<file path="src/rtl/lut_sequencer_pkg.sv">
// Shared types and field layout for the LUT sequencer and its entry decoder.
package lut_sequencer_pkg;

   localparam int ENTRY_W = 40;
   localparam int DUR_W   = 24;

   // Bit offsets of each field inside a 40-bit table entry
   localparam int DUR_LSB = 16;
   localparam int CA_LSB  = 12;
   localparam int CB_LSB  = 8;
   localparam int CC_LSB  = 0;

   typedef enum logic [1:0] {
      IDLE  = 2'd0,
      FETCH = 2'd1,
      RUN   = 2'd2
   } state_e;

   typedef struct packed {
      logic [DUR_W-1:0] dur;
      logic [3:0]       ca;
      logic [3:0]       cb;
      logic [7:0]       cc;
   } entry_t;

endpackage

</file>
<file path="src/rtl/lut_entry_unpack.sv">
// Splits a raw table word into its fields and flags the terminator entry.
module lut_entry_unpack
   import lut_sequencer_pkg::*;
(
   input  logic [ENTRY_W-1:0] word_i,
   output entry_t             entry_o,
   output logic               is_term_o
);

   // Pure field extraction; a zero duration marks the end of the sequence
   always_comb begin
      entry_o.dur = word_i[DUR_LSB +: DUR_W];
      entry_o.ca  = word_i[CA_LSB +: 4];
      entry_o.cb  = word_i[CB_LSB +: 4];
      entry_o.cc  = word_i[CC_LSB +: 8];
      is_term_o   = (word_i[DUR_LSB +: DUR_W] == '0);
   end

endmodule

</file>
<file path="src/rtl/lut_sequencer.sv">
// Plays a lookup table of timed control patterns: each entry's control fields
// are held for its duration, with the next entry prefetched so playback is gapless.
module lut_sequencer #(
   parameter int                          ADDR_W     = 20,
   parameter int                          DUR_W      = lut_sequencer_pkg::DUR_W,
   parameter logic [ADDR_W-1:0]           START_ADDR = 1,
   parameter logic [ADDR_W-1:0]           ADDR_MAX   = '1
) (
   input  logic                                clk,
   input  logic                                rst,
   input  logic                                start,
   input  logic                                abort,
   input  logic                                loop_en,
   output logic [ADDR_W-1:0]                   lut_addr,
   input  logic [lut_sequencer_pkg::ENTRY_W-1:0] lut_dout,
   input  logic                                lut_vital,
   output logic [3:0]                          ctrl_a,
   output logic [3:0]                          ctrl_b,
   output logic [7:0]                          ctrl_c,
   output logic                                busy,
   output logic                                done,
   output logic                                err
);

   import lut_sequencer_pkg::*;

   state_e            state_q;
   logic [ADDR_W-1:0] addr_q;
   logic [DUR_W-1:0]  cnt_q;
   logic [3:0]        ca_q;
   logic [3:0]        cb_q;
   logic [7:0]        cc_q;
   logic              busy_q;
   logic              done_q;
   logic              err_q;
   logic              last_q;   // entry on the outputs came from ADDR_MAX

   entry_t            entry;
   logic              is_term;
   logic              sample_en;

   lut_entry_unpack u_unpack (
      .word_i    (lut_dout),
      .entry_o   (entry),
      .is_term_o (is_term)
   );

   // The table is examined in FETCH and in the last cycle of a RUN entry
   always_comb begin
      sample_en = (state_q == FETCH) ||
                  ((state_q == RUN) && (cnt_q == DUR_W'(1)));
   end

   // Sequencer FSM with registered pattern and status outputs
   always_ff @(posedge clk) begin
      if (rst) begin
         state_q <= IDLE;
         addr_q  <= '0;
         cnt_q   <= '0;
         ca_q    <= '0;
         cb_q    <= '0;
         cc_q    <= '0;
         busy_q  <= 1'b0;
         done_q  <= 1'b0;
         err_q   <= 1'b0;
         last_q  <= 1'b0;
      end else begin
         done_q <= 1'b0;
         if (abort) begin
            state_q <= IDLE;
            addr_q  <= '0;
            cnt_q   <= '0;
            ca_q    <= '0;
            cb_q    <= '0;
            cc_q    <= '0;
            busy_q  <= 1'b0;
            last_q  <= 1'b0;
         end else if (state_q == IDLE) begin
            if (start) begin
               state_q <= FETCH;
               addr_q  <= START_ADDR;
               err_q   <= 1'b0;
               busy_q  <= 1'b1;
               last_q  <= 1'b0;
            end
         end else if (sample_en) begin
            if (((state_q == RUN) && last_q) || !lut_vital) begin
               // Walked off the end of the table, or the table is not valid
               state_q <= IDLE;
               cnt_q   <= '0;
               ca_q    <= '0;
               cb_q    <= '0;
               cc_q    <= '0;
               busy_q  <= 1'b0;
               err_q   <= 1'b1;
               last_q  <= 1'b0;
            end else if (is_term) begin
               // Terminator fields become the idle pattern
               ca_q   <= entry.ca;
               cb_q   <= entry.cb;
               cc_q   <= entry.cc;
               cnt_q  <= '0;
               done_q <= 1'b1;
               last_q <= 1'b0;
               if (loop_en) begin
                  state_q <= FETCH;
                  addr_q  <= START_ADDR;
                  busy_q  <= 1'b1;
               end else begin
                  state_q <= IDLE;
                  busy_q  <= 1'b0;
               end
            end else begin
               ca_q    <= entry.ca;
               cb_q    <= entry.cb;
               cc_q    <= entry.cc;
               cnt_q   <= entry.dur;
               state_q <= RUN;
               last_q  <= (addr_q == ADDR_MAX);
               if (addr_q != ADDR_MAX) begin
                  addr_q <= addr_q + 1'b1;
               end
            end
         end else if (state_q == RUN) begin
            cnt_q <= cnt_q - 1'b1;
         end
      end
   end

   assign lut_addr = addr_q;
   assign ctrl_a   = ca_q;
   assign ctrl_b   = cb_q;
   assign ctrl_c   = cc_q;
   assign busy     = busy_q;
   assign done     = done_q;
   assign err      = err_q;

endmodule

</file>
<file path="config.mk">
export PLATFORM = sky130hd
export DESIGN_NAME = lut_sequencer
export DESIGN_NICKNAME = d
export VERILOG_FILES = /design/src/rtl/lut_sequencer_pkg.sv /design/src/rtl/lut_entry_unpack.sv /design/src/rtl/lut_sequencer.sv
export SDC_FILE = /design/constraint.sdc
export NUM_CORES = 1
export LEC_CHECK = 0
export ABC_CLOCK_PERIOD_IN_PS = 2550
export BUFFER_PORTS_ARGS = -buffer_cell sky130_fd_sc_hd__buf_2
export CAP_MARGIN = 20
export CORE_ASPECT_RATIO = 0.5
export CORE_MARGIN = 2
export CORE_UTILIZATION = 50
export CTS_BUF_LIST = sky130_fd_sc_hd__clkbuf_8
export CTS_CLUSTER_SIZE = 25
export DETAILED_ROUTE_END_ITERATION = 16
export PLACE_DENSITY = 0.86
export SLEW_MARGIN = 20
export SYNTH_ARGS = -nofsm -noshare
export SYNTH_HDL_FRONTEND = slang
export SYNTH_SLANG_ARGS = --single-unit
</file>
<file path="constraint.sdc">
create_clock -name clk -period 2.55 [get_ports clk]
set_input_delay 0.765 -clock clk [delete_from_list [all_inputs] [get_ports clk]]
set_output_delay 0.765 -clock clk [all_outputs]
set_load 0.01 [all_outputs]
</file>
# After elaboration in Yosys (flattened, before gate mapping)
# Index checks and enable logic that the tools add are counted.
# word_totals
word_cells	78
input_bits	46
regBits	66
# classes
reduce_logical	20
n_eq_ne	8
n_mux	35
addsub	2
n_bitwise	3
# op_table
op	n
20-bit 2-to-1 mux	7
24-bit 2-to-1 mux	4
24-bit by 1-bit equality test with 1-bit output, second input constant	1
24-bit zero test	1
24-bit by 1-bit subtractor with 24-bit output, second input constant	1
20-bit by 1-bit adder with 20-bit output, second input constant	1
20-bit equality test, second input constant	1
20-bit != test, second input constant	1
1-bit 2-to-1 mux	16
2-bit 2-to-1 mux	5
4-bit 2-to-1 mux	2
8-bit 2-to-1 mux	1
2-bit AND reduction	3
2-bit nonzero test	3
3-bit nonzero test	2
5-bit AND reduction	1
5-bit OR reduction	1
2-bit != test, second input constant	2
4-bit AND reduction	1
3-bit by 2-bit != test with 1-bit output, second input constant	1
1-bit NOT	3
3-bit AND reduction	1
2-bit by 1-bit equality test with 1-bit output, second input constant	1
2-bit equality test, second input constant	1
5 further kinds	7

# Depth between registers and ports, before layout
# Gate-level depths: netlist of the first run.
# depth
ltp_word	6
ltp_mapped	10

# Hierarchy
# Synthesis of the first run repeated with hierarchy kept, for this count alone.
# unflattened
hier_cells	526
area_unflattened_um2	3973.8
# by_module_without_submodules
mod	seq_area_each_um2	cells_per_inst	area_each_um2	n_inst
lut_sequencer	1321.3	477	3616.0	1
lut_entry_unpack	0.0	49	357.8	1

# Worst setup path after synthesis of the first run
# OpenSTA, ideal clock, no wires.
# synth_timing
path_type	input to register
startpoint	input abort
endpoint	register addr_q[17], in the netlist lut_addr[17]
t_required_ns	2.476
path_buffers	3
t_arrival_ns	2.412
cell_stages	9
setup_slack_ns	0.064
path_cell_list	or2_2 clkbuf_1 nor2_1 a21boi_1 and3_1 buf_4 buf_6 a31oi_1 a31oi_1
# synth_between
elab_chain_cells	1
# synth_lines
item	line	source
start, declared	lut_sequencer.sv:12	input logic abort,
2-bit OR reduction (no line)	n/a	
end signal, assigned	lut_sequencer.sv:121	addr_q <= addr_q + 1'b1;
end, declared	lut_sequencer.sv:28	logic [ADDR_W-1:0] addr_q;
# Every way passes these cells.
# A chain may end at the register's enable or synchronous reset.

# Worst setup path in the final report of the first run
# layout_timing
startpoint	register cnt_q[1]
endpoint	register addr_q[5], in the netlist lut_addr[5]
# layout_between
elab_chain_cells	5
# layout_lines
item	line	source
start, declared	lut_sequencer.sv:29	logic [DUR_W-1:0] cnt_q;
start signal, assigned	lut_sequencer.sv:117	cnt_q <= entry.dur;
start signal, assigned	lut_sequencer.sv:125	cnt_q <= cnt_q - 1'b1;
24-bit by 1-bit equality test with 1-bit output	lut_sequencer.sv:51	((state_q == RUN) && (cnt_q == DUR_W'(1)));
1-bit logical AND	lut_sequencer.sv:51	
1-bit logical OR	lut_sequencer.sv:50	sample_en = (state_q == FETCH) ||
2-bit nonzero test (no line)	n/a	
5-bit AND reduction (no line)	n/a	
# Every way passes these cells.

==> results, run 1 <==
- The library cell used most frequently in the layout, excluding fill and tap cells, is sky130_fd_sc_hd__buf_2.
- The critical path class is reg -> reg.
- The achievable clock frequency is 417.4 MHz.
- The floorplan has 21 rows.
- The number of buffers created by CTS is 9.
- The final critical path takes up 93.94% of the cycle.
- The worst clock skew is 0.008494 ns.
- The worst slew margin relative to its limit is 54.99%.
- The endpoint with the worst hold slack is busy.
- The flow ran to the end, and the final reports show no timing, DRC or antenna violations.
- The number of global-route vias before repair is 3583.
- The number of nets handed over by synthesis was 472.
- The worst path needs 2.396 ns of the cycle, external delays included.
- The sort of element at the end of the critical path is a register.
- Ranked by total cell area, the synthesized netlist is headed by sky130_fd_sc_hd__dfxtp_1, sky130_fd_sc_hd__nor2_1, sky130_fd_sc_hd__a22oi_1.
- The remaining routing DRC violations is 0.
- The TritonCTS clock tree is yes.
- The wire length after detailed routing is 10100 um.
- The register-to-register path setup slack is 0.15 ns.
- The length of the first detailed-routing pass in iterations is 5.
- Detailed routing inserted a total of 3879 vias.
- The final setup violation count is 0.
- The initial core utilization is 51.29%.
- The share of the synthesized area in the top cell type is 38.75%.
- The number of register bits inferred by synthesis is 66.
- The mapped netlist covers 3410 sq um.
- The transition time at the pin with the least slew margin is 0.6752 ns.
- Clock latency on the worst-skew pair, taken at its later pin, is 0.37 ns.
- The TritonCTS sink count is 66.
- The number of H-tree levels is 3.
- Global routing finished with a remaining overflow of 0.
- sky130_fd_sc_hd__dfxtp_1 takes more of the synthesized area than any other cell.
- The average wire per standard cell is 15.60 um.
- The placeable core region is 6648 sq um.
- Max-cap violations in this run came to 0.
- The total global-route track usage is 27.37%.
- The number of buffers on the longest clock path is 2.
- The startpoint identified for the worst hold timing path is busy.
- The congestion estimate from routability-driven global placement came to 0.8469.
- The signal on the critical path passes through inv_1 > ha_1 > nor4bb_2 > nand3_1 > o41ai_4 > buf_4 > and3_2 > buf_4 > a41oi_1 > a31oi_1.
- The floorplan step defined a die boundary enclosing 7535 sq um.
- Counting every instance in the synthesized netlist gives 423.
- The depth of the worst hold-timing path is 2.
- The total half-perimeter wirelength after legalization and detailed placement is 7210 um.
- The number of buffer cells added on primary ports is 84.
- The number of flops mapped to enable cells by yosys is 0.
- The horizontal die dimension is 120.8 um.
- The layout overhead on the synthesized area is 30.17%.
- The category of the worst setup path launch point is a register.
- The worst endpoint required time is 2.85 ns.
- The startpoint of the lowest-slack register-to-register path is cnt_q[1].
- After synthesis, the share of flip-flops with an asynchronous set or reset is 0%.
- In this run the post-CTS setup repair buffer count came out at 0.
- At the worst endpoint, the arrival time is 2.69 ns.
- The cell leakage power is 1.893 nW.
- The cell family contributing the most delay on the critical path is simple AND/OR/NAND/NOR gates.
- The number of warnings reported in the yosys synthesis log is 0.
- The cell area reported after detailed placement is 4237 sq um.
- The final hold violation count is 0.
- The leading register cell type out of synthesis is sky130_fd_sc_hd__dfxtp_1.
- Entering global routing, the biggest net connects 44 pins.
- The mean cell area of the mapped netlist is 8.060 sq um.
- For this run, the share of the core covered by cells in the final layout is 66.76%.
- The power density over cell area is 567.4 nW/um^2.
- Of the synthesized area, sequential elements account for 38.75%.
- The endpoint of the worst register-to-register path is lut_addr[5].
- The post-route netlist has 29.73% of its cells at a drive strength greater than 1.
- The maximum resistive drop on vdd is 0.3940 mV.
- The number of inserted filler cells in the final layout is 549.
- Setup repair after global routing left no endpoint under its margin.
- The detailed router finished its first iteration with 363 violations.
- The final-report max-slew violation count came to 0.
- The master of the slowest instance on the critical path is sky130_fd_sc_hd__o41ai_4.
- After clock tree synthesis, the clock-pin slew on the worst setup and hold paths is 0.08 ns.
- The number of antenna diodes in the final layout is 0.
- For the worst flop-to-flop path, the logic depth is 10.
- The critical path buffer and inverter count is 3.
- Measured along the y axis, the die boundary spans 62.39 um.
- The synthesized netlist contains 52 unique library cells.
- The count of pins on the block boundary is 85.
- The cell at the root of the clock tree is sky130_fd_sc_hd__clkbuf_8.
- The number of nets in the final layout is 599.
- The remaining number of nets flagged by the antenna check after routing is 0.
- The cell seen most often among critical-path stages is sky130_fd_sc_hd__buf_4.
- The path category of the worst min-delay check is reg -> reg.
- The average vias per placed instance is 5.995.
- The number of antenna violations at the first check in global routing came to 0.
- The cell area after layout is 4438 sq um.
- The peak fanout along the critical path is 6.
- The largest single stage delay on the critical path is 0.37 ns.
- In the layout the commonest cells are sky130_fd_sc_hd__buf_2, sky130_fd_sc_hd__dfxtp_1, sky130_fd_sc_hd__nor2_1, sky130_fd_sc_hd__buf_4, sky130_fd_sc_hd__nand2_1.
- The first global-routing pass estimated 16420 um of wire.
==> how the worst max path moves through the flow <==
stage | to | slack (ns) | startpoint | cells past startpoint
final | lut_addr[5] | 0.15 | cnt_q[1] | 10
after global routing | lut_addr[5] | 0.04 | cnt_q[1] | 10
after CTS | cnt_q[1] | 0.03 | cnt_q[1] | 9
after detailed placement | lut_addr[17] | -0.13 | lut_dout[16] | 8
after global placement | lut_addr[7] | -0.08 | lut_dout[16] | 8
after floorplan | lut_addr[17] | 0.06 | abort | 9
==> Yosys cell counts, drive strengths merged (3+ instances only) <==
cell	n
a221oi	3
inv	10
o21ai	38
o21a	3
a22oi	25
ha	3
nand4b	3
a222oi	6
nor2	52
a41oi	3
dfxtp	66
or3	4
buf	5
or2	3
nand3b	5
a31oi	17
nand2	38
a221o	3
nor4	14
clkbuf	15
nor3	17
nand2b	4
nand4	12
and3	12
nand3	7
a21oi	24
o211ai	4
==> through the flow <==
step / hold WS, ns / setup TNS, ns / setup slack [ns] / instances / power [mW]
6_report: 0.4649 / 0 / 0.1545 / 647 / 2.518
3_5_place_dp: 0.4533 / -1.090 / -0.1302 / 631 / 1.672
2_1_floorplan: 0.4538 / 0 / 0.06361 / 423 / 1.458
3_3_place_gp: 0.4440 / -0.7341 / -0.07810 / 631 / 1.654
5_1_grt: 0.4980 / 0 / 0.03769 / 647 / 2.641
4_1_cts: 0.4654 / 0 / 0.03253 / 647 / 2.516
==> repair_timing <==
action / in CTS / in global routing
endpoints found under the setup margin: 0 / 19
resized for setup: 0 / 5
hold buffers: 0 / 0
hold endpoints to repair: 0 / 0
==> worst register-to-register path, stage by stage, from the launching register on <==
cell and delay (ns):
sky130_fd_sc_hd__dfxtp_1 0.31, sky130_fd_sc_hd__inv_1 0.07, sky130_fd_sc_hd__ha_1 0.20, sky130_fd_sc_hd__nor4bb_2 0.31, sky130_fd_sc_hd__nand3_1 0.17, sky130_fd_sc_hd__o41ai_4 0.37
sky130_fd_sc_hd__buf_4 0.20, sky130_fd_sc_hd__and3_2 0.23, sky130_fd_sc_hd__buf_4 0.16, sky130_fd_sc_hd__a41oi_1 0.13, sky130_fd_sc_hd__a31oi_1 0.18
==> power by group <==
part / switching, mW / internal (mW)
clock: 0.425 / 0.429
sequential: 0.0285 / 1.06
combinational: 0.323 / 0.254
total: 0.777 / 1.74
==> flip-flops by register name, indices dropped and copies added (netlist names) <==
register and count:
ctrl_c 8, cnt_q 24, last_q 1, err 1
lut_addr 20, ctrl_a 4, busy 1, done 1
state_q 2, ctrl_b 4
==> kinds of logic after synthesis <==
logic type	synth area share [%]
multiplexers	1.248
XOR/XNOR	0.7708
flip-flops	38.75
AND/OR/NAND/NOR	28.29
buffers and inverters	4.000
adder cells (fa/ha/maj)	1.101
AO/OA/AOI/OAI	25.84
==> final cells by class <==
| cell class | count | area, sq um | share of cell area [%] |
|---|---|---|---|
| Clock inverter | 4 | 25.02 | 0.5639 |
| Timing Repair Buffer | 136 | 810.8 | 18.27 |
| Tap cell | 92 | 115.1 | 2.594 |
| Clock buffer | 12 | 165.2 | 3.721 |
| Inverter | 10 | 37.54 | 0.8458 |
| Sequential cell | 66 | 1321 | 29.77 |
| Multi-Input combinational cell | 327 | 1963 | 44.23 |
==> routing by layer <==
| layer | vias up | global-route usage (%) | routed length, um |
|---|---|---|---|
| li1 | 1867 | - | - |
| met1 | 1814 | 33.43 | 4320 |
| met2 | 173 | 44.70 | 4713 |
| met3 | 25 | 8.850 | 837 |
| met4 | 0 | 11.48 | 223 |
| met5 | - | 0 | 0 |
Power figures use the tool's default switching activity.
==> inputs of run 2 (changes only) <==
ABC_AREA = 1   (was unset)
CORE_UTILIZATION = 52   (was 50)
CTS_CLUSTER_SIZE = unset   (was 25)
PLACE_DENSITY = 0.83   (was 0.86)
==> run 2 against run 1 <==
- final area up 13%
- clock skew fell by 0.00066 ns
- combinational power is essentially flat
- critical path depth increased by 1
- flip-flop and latch count stayed put
==> results, run 2 <==
- By instance count, the leading cell after synthesis is sky130_fd_sc_hd__nand2_1.
- The number of H-tree levels is 3.
- The TritonCTS clock tree is yes.
- The initial utilization of the core area, before any placement, comes to 53.27%.
- Ranked by total cell area, the synthesized netlist is headed by sky130_fd_sc_hd__dfxtp_1, sky130_fd_sc_hd__nand2_1, sky130_fd_sc_hd__nor2_1.
- The worst slew margin relative to its limit is 63.19%.
- The number of nets in the final layout is 798.
- The area taken by multi-input logic gates is 2516 sq um.
- The count of distinct cell types in the synthesized netlist is 41.
- The die height is 67.90 um.
- After clock tree synthesis, the clock-pin slew on the worst setup and hold paths is 0.07 ns.
- The number of core rows is 23.
- The transition time at the pin with the least slew margin is 0.5514 ns.
- The flow ran to the end, and the final reports show no timing, DRC or antenna violations.
- Relative to the synthesized area, the layout overhead comes to 18.27%.
- The share of the synthesized area in the top cell type is 31.11%.
- Global routing finished with a remaining overflow of 0.
- The initial DRC count is 370.
- The overall die area is 8949 sq um.
- The first global-routing pass estimated 18140 um of wire.
- The number of register bits inferred by synthesis is 66.
- For the worst setup path, the data arrival time is 2.46 ns.
- The most frequent standard cell in the layout excluding fill and tap cells is sky130_fd_sc_hd__nand2_1.
- The total global-route track usage is 25.22%.
- For this run, the number of Yosys warnings is 0.
- The cell at the root of the clock tree is sky130_fd_sc_hd__clkbuf_8.
- The largest area contributor in the netlist is sky130_fd_sc_hd__dfxtp_1.
- After detailed routing, the average wire length per cell comes to 12.76 um.
- The synthesized net count is 717.
- In this run, CTS created clock tree buffers numbering 9.
- The storage element area is 1321 sq um.
- Setup repair after global routing left no endpoint under its margin.
- In this run the deepest clock path goes through 2 buffers.
- The share of final-layout standard cells stronger than drive strength 1 is 22.94%.
- The leading register cell type out of synthesis is sky130_fd_sc_hd__dfxtp_1.
- The number of global-route vias before repair is 3983.
- Setup violations remaining at the end of the flow were counted as 0.
- 85 I/O pins were placed.
- Counting flops with a built-in enable in the synthesized netlist gives 0.
- Gates resized during post-CTS repair numbered 0.
- The layout has 759 filler cells.
- For the worst setup path, the data required time is 2.80 ns.
- The maximum resistive drop on vdd is 0.3247 mV.
- The critical path class is reg -> reg.
- From left edge to right edge, the die measures 131.8 um.
- The final weighted congestion in routability-driven placement is 0.9278.
- Leaving out fill and tap cells, the most frequent cells in the layout are sky130_fd_sc_hd__nand2_1, sky130_fd_sc_hd__nor2_1, sky130_fd_sc_hd__buf_2.
- The number of buffer cells added on primary ports is 84.
- The final hold slack is 0.4618 ns.
- The category of the worst setup path launch point is a register.
- The total half-perimeter wirelength after legalization and detailed placement is 7810 um.
- After layout, the worst path uses 86.50% of the clock period.
- The register name with the most flops is cnt_q.
- The final hold violation count is 0.
- Once layout is complete, the utilization of the core stands at 63.00%.
- The number of antenna violations at the first check in global routing came to 0.
- The final-report max-slew violation count was 0.
- In this run the power density over the cells is 570.3 nW/um^2.
- The worst hold path belongs to the class reg -> reg.
- After routing, the total negative slack on setup checks comes to 0 ns.
- The later pin in the worst-skew pair is clocked with a latency of 0.36 ns.
- The length of the first detailed-routing pass in iterations is 5.
- Entering global routing, the biggest net connects 40 pins.
- The peak fanout along the critical path is 25.
- The number of vias in the routed layout is 4509.
- For this design, the sink count on the clock tree is 66.
- The detail route stage leaves a number of antenna-violating nets equal to 0.
- The area of the mapped netlist is 4247 sq um.
- After synthesis, the most frequently instantiated cells are sky130_fd_sc_hd__nand2_1, sky130_fd_sc_hd__nor2_1, sky130_fd_sc_hd__nand3_1.
- The clock period minus final worst setup slack is 2.206 ns.
- For this design, the CTS-stage hold fixing added 0 buffers.
- The core region is 7971 sq um.
- In the routed layout, each cell is associated on average with a via count of 5.207.
- Timing would allow up to 453.4 MHz.
- The proportion of synthesized chip area in sequential cells is 31.11%.
- The sort of element at the end of the critical path is a register.
- The mean cell area of the mapped netlist is 6.357 sq um.
- The count of maximum capacitance violations is 0.
- After clock tree synthesis, the setup repair step added 0 buffers.
- Clock skew on the completed layout was measured at 0.007834 ns.
- The remaining routing DRC violations is 0.
- The register with the most flip-flops in the layout has 24 of them.
- Synthesis produced 668 cells.
- Wires add up to 11050 um.
- The number of antenna diodes in the final layout is 0.
- Summed over all cells, the static leakage comes to 2.401 nW.
- The post-synthesis async set-or-reset flop share is 0%.
## run 2: cell type report
cell class / count / area share (%)
clock buffer: 10 / 2.740
timing repair buffer: 97 / 10.56
clock inverter: 6 / 2.566
inverter: 66 / 4.933
sequential: 66 / 26.31
multi-input combinational: 509 / 50.10
tap: 112 / 2.790
## run 2: cells by family after synthesis
group	after synthesis	share of synthesized area [%]
DFF	66	31.11
and+or+nand+nor	393	41.40
AOI/OAI and AO/OA	98	13.82
buffers and inverters	93	9.693
xor gates and xnor gates	15	3.094
adders and majority gates	3	0.8840
## run 2: power by group
part           switching, mW  internal (mW)  total, mW
combinational          0.355          0.221      0.576
clock                  0.422          0.770       1.19
sequential            0.0357           1.06       1.10
total                  0.812           2.05       2.86
## run 2: final timing paths
path              depth (start not counted)  slack, ns        start           to
setup / recovery                         11       0.34  lut_addr[0]  lut_addr[2]
hold / removal                            2       0.46         busy         busy
setup reg to reg                         11       0.34  lut_addr[0]  lut_addr[2]
hold reg to reg                           2       0.46         busy         busy
## run 2: through the flow
stage / area, sq um / std cells / worst slack (ns) / total power [mW]
after global placement: 4756 / 850 / 0.1865 / 1.667
final: 5022 / 866 / 0.3442 / 2.864
after floorplan: 4247 / 668 / 0.5487 / 1.543
after detailed placement: 4756 / 850 / 0.1192 / 1.680
after CTS: 5022 / 866 / 0.3531 / 2.866
after global routing: 5022 / 866 / 0.07261 / 3.000
## run 2: worst max-delay path: stages, from the launching register on
cell and delay [ns]:
sky130_fd_sc_hd__dfxtp_1 0.45, sky130_fd_sc_hd__ha_1 0.27, sky130_fd_sc_hd__nand2_1 0.11, sky130_fd_sc_hd__nor2_1 0.19, sky130_fd_sc_hd__nand2_1 0.13, sky130_fd_sc_hd__nor3_1 0.23, sky130_fd_sc_hd__nand3_1 0.10, sky130_fd_sc_hd__nand2_1 0.16
sky130_fd_sc_hd__nor2_8 0.07, sky130_fd_sc_hd__buf_12 0.16, sky130_fd_sc_hd__a21oi_1 0.15, sky130_fd_sc_hd__nor2_1 0.07
## run 2: metal layers
| metal | track usage [%] | vias up | routed length, um |
|---|---|---|---|
| met2 | 45.03 | 135 | 5230 |
| met5 | 0 | - | 0 |
| met4 | 9.783 | 0 | 262 |
| li1 | - | 2311 | - |
| met1 | 30.48 | 2032 | 4938 |
| met3 | 5.852 | 31 | 616 |
